## config.mk

```make
export PLATFORM = sky130hd
export DESIGN_NAME = decode_stage
export DESIGN_NICKNAME = d
export VERILOG_FILES = /design/src/rtl/decode_stage.sv
export SDC_FILE = /design/constraint.sdc
export NUM_CORES = 2
export LEC_CHECK = 0
export BUFFER_PORTS_ARGS = -buffer_cell sky130_fd_sc_hd__buf_2
export CAP_MARGIN = 20
export CORE_ASPECT_RATIO = 1.25
export CORE_MARGIN = 2
export CORE_UTILIZATION = 45
export CTS_CLUSTER_SIZE = 28
export DETAILED_ROUTE_END_ITERATION = 6
export HOLD_SLACK_MARGIN = 0.03
export PLACE_DENSITY = 0.63
export SKIP_LAST_GASP = 1
export SYNTH_ARGS = -nofsm -noshare
export SYNTH_HDL_FRONTEND = slang
export SYNTH_SLANG_ARGS = --single-unit
```

## constraint.sdc

```tcl
create_clock -name clk -period 6.3 [get_ports clk]
set_input_delay 1.26 -clock clk [delete_from_list [all_inputs] [get_ports clk]]
set_output_delay 1.26 -clock clk [all_outputs]
set_load 0.02 [all_outputs]
```

## src/rtl/decode_stage.sv

```systemverilog
// rtl/decode_stage.sv - RISC-V decode stage: IF/ID register, register file, immediate/control decode, ID/EX register.
// Optional macro DECODE_WB_BYPASS_EN forwards same-cycle writeback data to register reads.
module decode_stage #(
    parameter int DATA_WIDTH    = 32,
    parameter int ADDRESS_WIDTH = 32
) (
    input  logic                     clk,
    input  logic                     rst,
    input  logic [DATA_WIDTH-1:0]    instr_f,
    input  logic [ADDRESS_WIDTH-1:0] pc_f,
    input  logic [ADDRESS_WIDTH-1:0] pc_plus4_f,
    input  logic                     stall_d,
    input  logic                     flush_d,
    input  logic                     flush_e,
    input  logic                     reg_write_w,
    input  logic [4:0]               rd_w,
    input  logic [DATA_WIDTH-1:0]    result_w,
    output logic [4:0]               rs1_d,
    output logic [4:0]               rs2_d,
    output logic [DATA_WIDTH-1:0]    rd1_e,
    output logic [DATA_WIDTH-1:0]    rd2_e,
    output logic [DATA_WIDTH-1:0]    imm_e,
    output logic [ADDRESS_WIDTH-1:0] pc_e,
    output logic [ADDRESS_WIDTH-1:0] pc_plus4_e,
    output logic [4:0]               rs1_e,
    output logic [4:0]               rs2_e,
    output logic [4:0]               rd_e,
    output logic [9:0]               ctrl_e
);

    localparam logic [DATA_WIDTH-1:0] NOP_INSTR = DATA_WIDTH'(32'h0000_0013);

    localparam logic [6:0] OP_LOAD   = 7'b0000011;
    localparam logic [6:0] OP_IMM    = 7'b0010011;
    localparam logic [6:0] OP_STORE  = 7'b0100011;
    localparam logic [6:0] OP_REG    = 7'b0110011;
    localparam logic [6:0] OP_LUI    = 7'b0110111;
    localparam logic [6:0] OP_BRANCH = 7'b1100011;
    localparam logic [6:0] OP_JAL    = 7'b1101111;

    logic [DATA_WIDTH-1:0]    instr_d;
    logic [ADDRESS_WIDTH-1:0] pc_d;
    logic [ADDRESS_WIDTH-1:0] pc_plus4_d;
    logic [DATA_WIDTH-1:0]    rf [32];
    logic [DATA_WIDTH-1:0]    rd1_d;
    logic [DATA_WIDTH-1:0]    rd2_d;
    logic [DATA_WIDTH-1:0]    imm_d;
    logic [31:0]              imm32;
    logic [9:0]               ctrl_d;
    logic [6:0]               opcode;
    logic [2:0]               funct3;
    logic [4:0]               rd_d;

    assign opcode = instr_d[6:0];
    assign funct3 = instr_d[14:12];
    assign rd_d   = instr_d[11:7];
    assign rs1_d  = instr_d[19:15];
    assign rs2_d  = instr_d[24:20];

    // IF/ID: flush beats stall so a squashed slot never survives a stall
    always_ff @(posedge clk or negedge rst) begin
        if (!rst) begin
            instr_d    <= NOP_INSTR;
            pc_d       <= '0;
            pc_plus4_d <= '0;
        end else if (flush_d) begin
            instr_d    <= NOP_INSTR;
            pc_d       <= '0;
            pc_plus4_d <= '0;
        end else if (!stall_d) begin
            instr_d    <= instr_f;
            pc_d       <= pc_f;
            pc_plus4_d <= pc_plus4_f;
        end
    end

    always_ff @(posedge clk or negedge rst) begin
        if (!rst) begin
            for (int i = 0; i < 32; i++) begin
                rf[i] <= '0;
            end
        end else if (reg_write_w && (rd_w != 5'd0)) begin
            rf[rd_w] <= result_w;
        end
    end

    always_comb begin
        rd1_d = (rs1_d == 5'd0) ? '0 : rf[rs1_d];
        rd2_d = (rs2_d == 5'd0) ? '0 : rf[rs2_d];
`ifdef DECODE_WB_BYPASS_EN
        if (reg_write_w && (rd_w != 5'd0) && (rd_w == rs1_d)) begin
            rd1_d = result_w;
        end
        if (reg_write_w && (rd_w != 5'd0) && (rd_w == rs2_d)) begin
            rd2_d = result_w;
        end
`endif
    end

    always_comb begin
        imm32 = 32'd0;
        case (opcode)
            OP_LOAD, OP_IMM: imm32 = {{20{instr_d[31]}}, instr_d[31:20]};
            OP_STORE:        imm32 = {{20{instr_d[31]}}, instr_d[31:25], instr_d[11:7]};
            OP_BRANCH:       imm32 = {{19{instr_d[31]}}, instr_d[31], instr_d[7],
                                      instr_d[30:25], instr_d[11:8], 1'b0};
            OP_JAL:          imm32 = {{11{instr_d[31]}}, instr_d[31], instr_d[19:12],
                                      instr_d[20], instr_d[30:21], 1'b0};
            OP_LUI:          imm32 = {instr_d[31:12], 12'd0};
            default:         imm32 = 32'd0;
        endcase
        imm_d = DATA_WIDTH'($signed(imm32));
    end

    function automatic logic [2:0] alu_op(input logic [2:0] f3, input logic is_sub);
        case (f3)
            3'b000:  alu_op = is_sub ? 3'b001 : 3'b000;
            3'b010:  alu_op = 3'b101;
            3'b110:  alu_op = 3'b011;
            3'b111:  alu_op = 3'b010;
            default: alu_op = 3'b000;
        endcase
    endfunction

    // ctrl layout: {alu_ctrl[2:0], result_src[1:0], alu_src, jump, branch, mem_write, reg_write}
    always_comb begin
        ctrl_d = 10'd0;
        case (opcode)
            OP_LOAD:   ctrl_d = {3'b000, 2'b01, 1'b1, 1'b0, 1'b0, 1'b0, 1'b1};
            OP_STORE:  ctrl_d = {3'b000, 2'b00, 1'b1, 1'b0, 1'b0, 1'b1, 1'b0};
            OP_REG:    ctrl_d = {alu_op(funct3, instr_d[30]), 2'b00, 1'b0, 1'b0, 1'b0, 1'b0, 1'b1};
            OP_IMM:    ctrl_d = {alu_op(funct3, 1'b0), 2'b00, 1'b0, 1'b0, 1'b0, 1'b0, 1'b1};
            OP_BRANCH: ctrl_d = {3'b001, 2'b00, 1'b0, 1'b0, 1'b1, 1'b0, 1'b0};
            OP_JAL:    ctrl_d = {3'b000, 2'b10, 1'b0, 1'b1, 1'b0, 1'b0, 1'b1};
            default:   ctrl_d = 10'd0;
        endcase
    end

    // ID/EX: a bubble only needs ctrl and rd cleared; data fields pass through
    always_ff @(posedge clk or negedge rst) begin
        if (!rst) begin
            rd1_e      <= '0;
            rd2_e      <= '0;
            imm_e      <= '0;
            pc_e       <= '0;
            pc_plus4_e <= '0;
            rs1_e      <= '0;
            rs2_e      <= '0;
            rd_e       <= '0;
            ctrl_e     <= '0;
        end else begin
            rd1_e      <= rd1_d;
            rd2_e      <= rd2_d;
            imm_e      <= imm_d;
            pc_e       <= pc_d;
            pc_plus4_e <= pc_plus4_d;
            rs1_e      <= rs1_d;
            rs2_e      <= rs2_d;
            rd_e       <= flush_e ? 5'd0  : rd_d;
            ctrl_e     <= flush_e ? 10'd0 : ctrl_d;
        end
    end

endmodule

```

; Word level (Yosys, flattened, before mapping)
; Cells that the tools add are included.
[word_totals]
reg_bits = 1305
input_bits = 139
output_inout_bits = 195
word_cells = 93
[op_classes]
n_lt_le_gt_ge = 4
eq_ne = 11
muxes = 24
n_bitwise = 3
n_reduce_logical = 7
[op_table]
columns = op, count
row1 = bitwise mux 1024 bit, 1
row2 = two-way mux 32 bit, 13
row3 = binary-select mux 32 bit (select 5 bit), 2
row4 = demux 32 bit (select 5 bit), 1
row5 = case mux 32 bit (5 select lines), 1
row6 = case mux 10 bit (6 select lines), 1
row7 = == test 7 x 6 -> 1 bit (second input constant), 3
row8 = greater-or-equal comparator 6 bit (second input constant), 3
row9 = NOT 5 -> 6 bit, 3
row10 = == test 7 bit (second input constant), 2
row11 = case mux 3 bit (4 select lines), 1
row12 = logical NOT 5 bit, 2
row13 = two-way mux 10 bit, 1
row14 = case mux 3 bit (3 select lines), 1
row15 = == test 7 x 2 -> 1 bit (second input constant), 1
row16 = == test 7 x 5 -> 1 bit (second input constant), 1
row17 = == test 3 bit (second input constant), 2
row18 = < comparator 6 x 1 -> 1 bit (second input constant), 1
row19 = two-way mux 5 bit, 1
row20 = nonzero test 5 bit, 1
row21 = == test 3 x 2 -> 1 bit (second input constant), 1
row22 = logical NOT 3 bit, 1
row23 = logical AND 1 bit, 2
row24 = inequality test 2 x 1 -> 1 bit (second input constant), 1
row25 = other kinds (2), 2

; Logic depth before layout (Yosys ltp)
[depth]
depth_word = 6
mapped_depth = 10
mapped_depth_nobuf = 5

; Worst setup path after synthesis
; OpenSTA, ideal clock, no wires.
[synth_timing]
path_kind = in2reg
start = in rd_w[3]
end = reg rf[641] (netlist bit)
setup_ns = 0.125
arrival_ns = 2.716
required_ns = 6.175
slack_ns = 3.460
path_stages = 6
path_buffers = 3
path_cell_list = clkbuf_1 nor3b_1 nor2b_1 clkbuf_1 buf_2 mux2_2
[synth_via]
elab_chain_len = 6
[synth_rtl]
columns = element, line_no
row1 = from (decl), 16  ; input logic [4:0] rd_w,
row2 = NOT 5 -> 6 bit (implied by the code), 83  ; rf[rd_w] <= result_w;
row3 = greater-or-equal comparator 6 bit (implied by the code) / < comparator 6 x 1 -> 1 bit (equally long branches), 83
row4 = logical AND 1 bit (implied by the code), 83
row5 = two-way mux 32 bit (implied by the code), 83
row6 = demux 32 bit (select 5 bit), 83
row7 = bitwise mux 1024 bit, 83
row8 = "to (signal, indexed assignment)", 83
row9 = to (decl), 44  ; logic [DATA_WIDTH-1:0] rf [32];
; Several ways; a longest one is shown, not always the timed one.
; A chain may end at the register's enable or synchronous reset.

; Worst setup path in the final report
[layout_timing]
start = reg instr_d[16]
end = out rs1_d[1]
[layout_rtl]
columns = element, line_no
row1 = from (decl), 41  ; logic [DATA_WIDTH-1:0] instr_d;
row2 = from (signal assigned), 71  ; instr_d <= instr_f;
row3 = to (decl), 18  ; output logic [4:0] rs1_d,
; No word-level cell between the ends.

==> results.py <==
metrics = {
    "clock_tree": {
        "clock_sinks": 1304,
        "postCtsSetupRepairBufs": 0,
        "cts_hold_buf": 0,
        "numCtsBuffers": 135,
        "htree_levels": 4,
        "ctsRootBufferMaster": "clkbuf_16",
        "clkLatencyLatePin_ns": 0.79,
        "clockBufferDepth": 3,
        "path_clk_slew_ns": 0.06,
        "postCtsResizedCells": 0,
        "cts_tree": "yes",
    },
    "logic_synthesis": {
        "synthFlopType": "dfrtp_1",
        "synth-seq-cells": 1304,
        "ys_warn_count": 0,
        "synth_xor_area_share_pct": 0,
        "synth_compound_area_share_pct": 5.059,
        "synth.area.mux_share_pct": 37.20,
        "seq_area_frac_synth_pct": 51.38,
        "synth-simple-area-share_pct": 2.464,
        "synth_top_family_by_area": "multiplexers",
        "synth_fp_nets": 4426,
        "syn-cell-area_um2": 63520,
        "synth_cell_types": 56,
        "synth.avg_cell_area_um2": 14.82,
        "netlist_instances": 4287,
        "synthAdderAreaFrac_pct": 0,
        "postSynth.asyncResetShare_pct": 100.0,
        "synth-edff-count": 0,
    },
    "cells_and_area": {
        "instances_no_fill": 6375,
        "final_common_cell": "dfrtp_1",
        "syn_to_final_growth_pct": 11.86,
        "final_cell_mix": "dfrtp_1 (1,292), mux2_2 (1,001), mux2i_1 (382)",
        "fin_nets": 4539,
        "drive_gt1_share_pct": 46.57,
    },
    "timing": {
        "fin_skew_ns": 0.03158,
        "setup_tns_ns": 0,
        "slew_headroom_pct": 20.76,
        "post-route-min-period_ns": 3.865,
        "finalSetupViolCount": 0,
        "finalCritPeriodShare_pct": 61.35,
        "hold_viol": 0,
        "slew_viol_final": 0,
        "timing.fmax_ghz": 0.2587,
        "rsz0062_at_grt": "false",
        "worst_slew_pin_slew_ns": 1.159,
        "setup_ws_ns": 2.435,
    },
    "global_routing": {
        "gr-usage-met2_pct": 45.41,
        "antenna_found_initial": 12,
        "grt_busiest_layer": "met2",
        "met1_usage_pct": 38.02,
        "grt_overflow": 0,
        "grtUsageMet3_pct": 5.013,
        "grt_max_degree": 163,
        "groute.usage.overall_pct": 28.02,
        "grt_pass1_wl_um": 296200,
        "first_global_vias": 41460,
    },
    "setup_path": {
        "cp-startpoint": "instr_d[16]$_DFFE_PN0P_",
        "cp-start-kind": "flop",
        "ff2ff_path_depth": 6,
        "rr_endpoint": "rd1_e[23]$_DFF_PN0_",
        "cp.required_ns": 5.04,
        "r2r_start": "instr_d[17]$_DFFE_PN0P_",
        "endpoint": "rs1_d[1]",
        "reg2reg_setup_slack_ns": 2.51,
        "critPathMaxFanout": 34,
        "endpoint_kind": "primary output",
        "crit_type": "flop to primary output",
        "worstPathArrival_ns": 2.60,
    },
    "status": {
        "status": "completed",
    },
    "pwr": {
        "p_leak_uw": 0.03113,
        "total_power_uw": 23130,
        "ir_drop_mv": 0.2134,
        "p_per_area_nw_per_um2": 325.5,
    },
    "detailed_routing": {
        "drt-initial-drc-count": 3543,
        "wl_per_cell_um": 31.57,
        "vias": 40330,
        "first_pass_iters": 5,
        "antenna_left": 0,
        "drc": 0,
        "via_per_inst": 6.326,
        "wl_um": 201300,
    },
    "place": {
        "post-place-ws_ns": 2.210,
        "place.gp.congestion": 0.8179,
        "port_buffers": 333,
        "place_inst": 6135,
        "dp_hpwl_um": 121400,
    },
    "floorplanning": {
        "die_width_um": 340.0,
        "dieArea_um2": 144200,
        "initial_core_util_pct": 45.22,
        "rows": 154,
        "die_h_um": 424.1,
        "num_io_pins": 334,
        "coreArea_um2": 140500,
    },
    "job": {
        "cap_violations": 0,
    },
    "worst_hold_path": {
        "min_path_type": "flop to flop",
    },
}
==> logic make-up after synthesis <==
| family | Yosys count |
|---|---|
| muxes | 1765 |
| DFF | 1304 |
| buffers and inverters | 477 |
| AOI/OAI and AO/OA | 415 |
| and+or+nand+nor | 326 |
==> metal layers <==
metal / part of all wire [%] / routed length, um / vias to the layer above
met5: 0.045 / 91 / -
met4: 3.6 / 7163 / 14
met2: 48 / 96450 / 1644
met1: 41 / 83470 / 21810
li1: - / - / 16500
met3: 7.0 / 14080 / 360
==> Yosys cell counts, drive strengths merged, types with 2 or more instances <==
cell | number | share of area, %
a2111oi | 87 | 1.3
a211o | 3 | 0.041
a211oi | 23 | 0.27
a21o | 25 | 0.30
a21oi | 15 | 0.12
a221oi | 15 | 0.21
a22o | 67 | 0.92
a22oi | 62 | 0.73
a31oi | 17 | 0.17
and2 | 12 | 0.12
buf | 242 | 2.4
clkbuf | 227 | 1.4
dfrtp | 1301 | 51
dfstp | 3 | 0.12
dlygate4sd1 | 4 | 0.055
inv | 3 | 0.018
mux2 | 1011 | 18
mux2i | 382 | 6.0
mux4 | 372 | 13
nand2 | 35 | 0.21
nand2b | 9 | 0.089
nand3 | 28 | 0.22
nand3b | 3 | 0.035
nand4 | 2 | 0.020
nand4b | 4 | 0.055
nor2 | 133 | 0.79
nor2b | 44 | 0.43
nor3 | 40 | 0.32
nor3b | 3 | 0.035
nor4 | 2 | 0.020
o21a | 2 | 0.024
o221ai | 7 | 0.097
o22ai | 87 | 0.86
or2 | 4 | 0.039
or3 | 5 | 0.049
==> sequential cells by signal, indices dropped and copies added, names as in the netlist, 32 cells and up <==
signal / count
pc_plus4_e: 32
pc_plus4_d: 32
imm_e: 32
rd1_e: 32
pc_e: 32
rd2_e: 32
rf: 1024
pc_d: 32
instr_d: 32
==> how the worst min path moves through the flow <==
stage               slack, ns                        from  cells past startpoint                       end
global placement         0.36  pc_plus4_d[18]$_DFFE_PN0P_                      0  pc_plus4_e[18]$_DFF_PN0_
CTS                      0.37  pc_plus4_d[25]$_DFFE_PN0P_                      0  pc_plus4_e[25]$_DFF_PN0_
finish                   0.37         pc_d[3]$_DFFE_PN0P_                      0         pc_e[3]$_DFF_PN0_
floorplan                0.35         pc_d[0]$_DFFE_PN0P_                      0         pc_e[0]$_DFF_PN0_
detailed placement       0.36  pc_plus4_d[25]$_DFFE_PN0P_                      0  pc_plus4_e[25]$_DFF_PN0_
global route             0.38         pc_d[2]$_DFFE_PN0P_                      0         pc_e[2]$_DFF_PN0_
==> through the flow <==
step | instance area (um2) | hold slack, ns | util [%]
5_1_grt | 71050 | 0.3834 | 50.58
3_3_place_gp | 66480 | 0.3552 | 47.33
2_1_floorplan | 63520 | 0.3534 | -
6_report | 71050 | 0.3692 | 50.58
3_5_place_dp | 66520 | 0.3598 | 47.36
4_1_cts | 71050 | 0.3735 | 50.58
==> power by group <==
group | switching, uW | internal (uW)
Sequential | 1040 | 9750
Clock | 3470 | 4810
Combinational | 1830 | 2230
==> final cells by class <==
| cell class | count | area [um2] |
|---|---|---|
| fill | 11860 | 69420 |
| sequential | 1304 | 32660 |
| multi-input combinational | 2506 | 28660 |
| clock buffer | 191 | 3968 |
| timing repair buffer | 450 | 2850 |
| tap | 1872 | 2342 |
| clock inverter | 47 | 556.8 |
| inverter | 3 | 11.26 |
| antenna | 2 | 5.005 |
==> critical path: stages (launching register included) <==
cell and delay, ns:
dfrtp_4 0.80, buf_4 0.68, buf_2 0.29
Note: power is estimated with default switching activity, not from simulation.
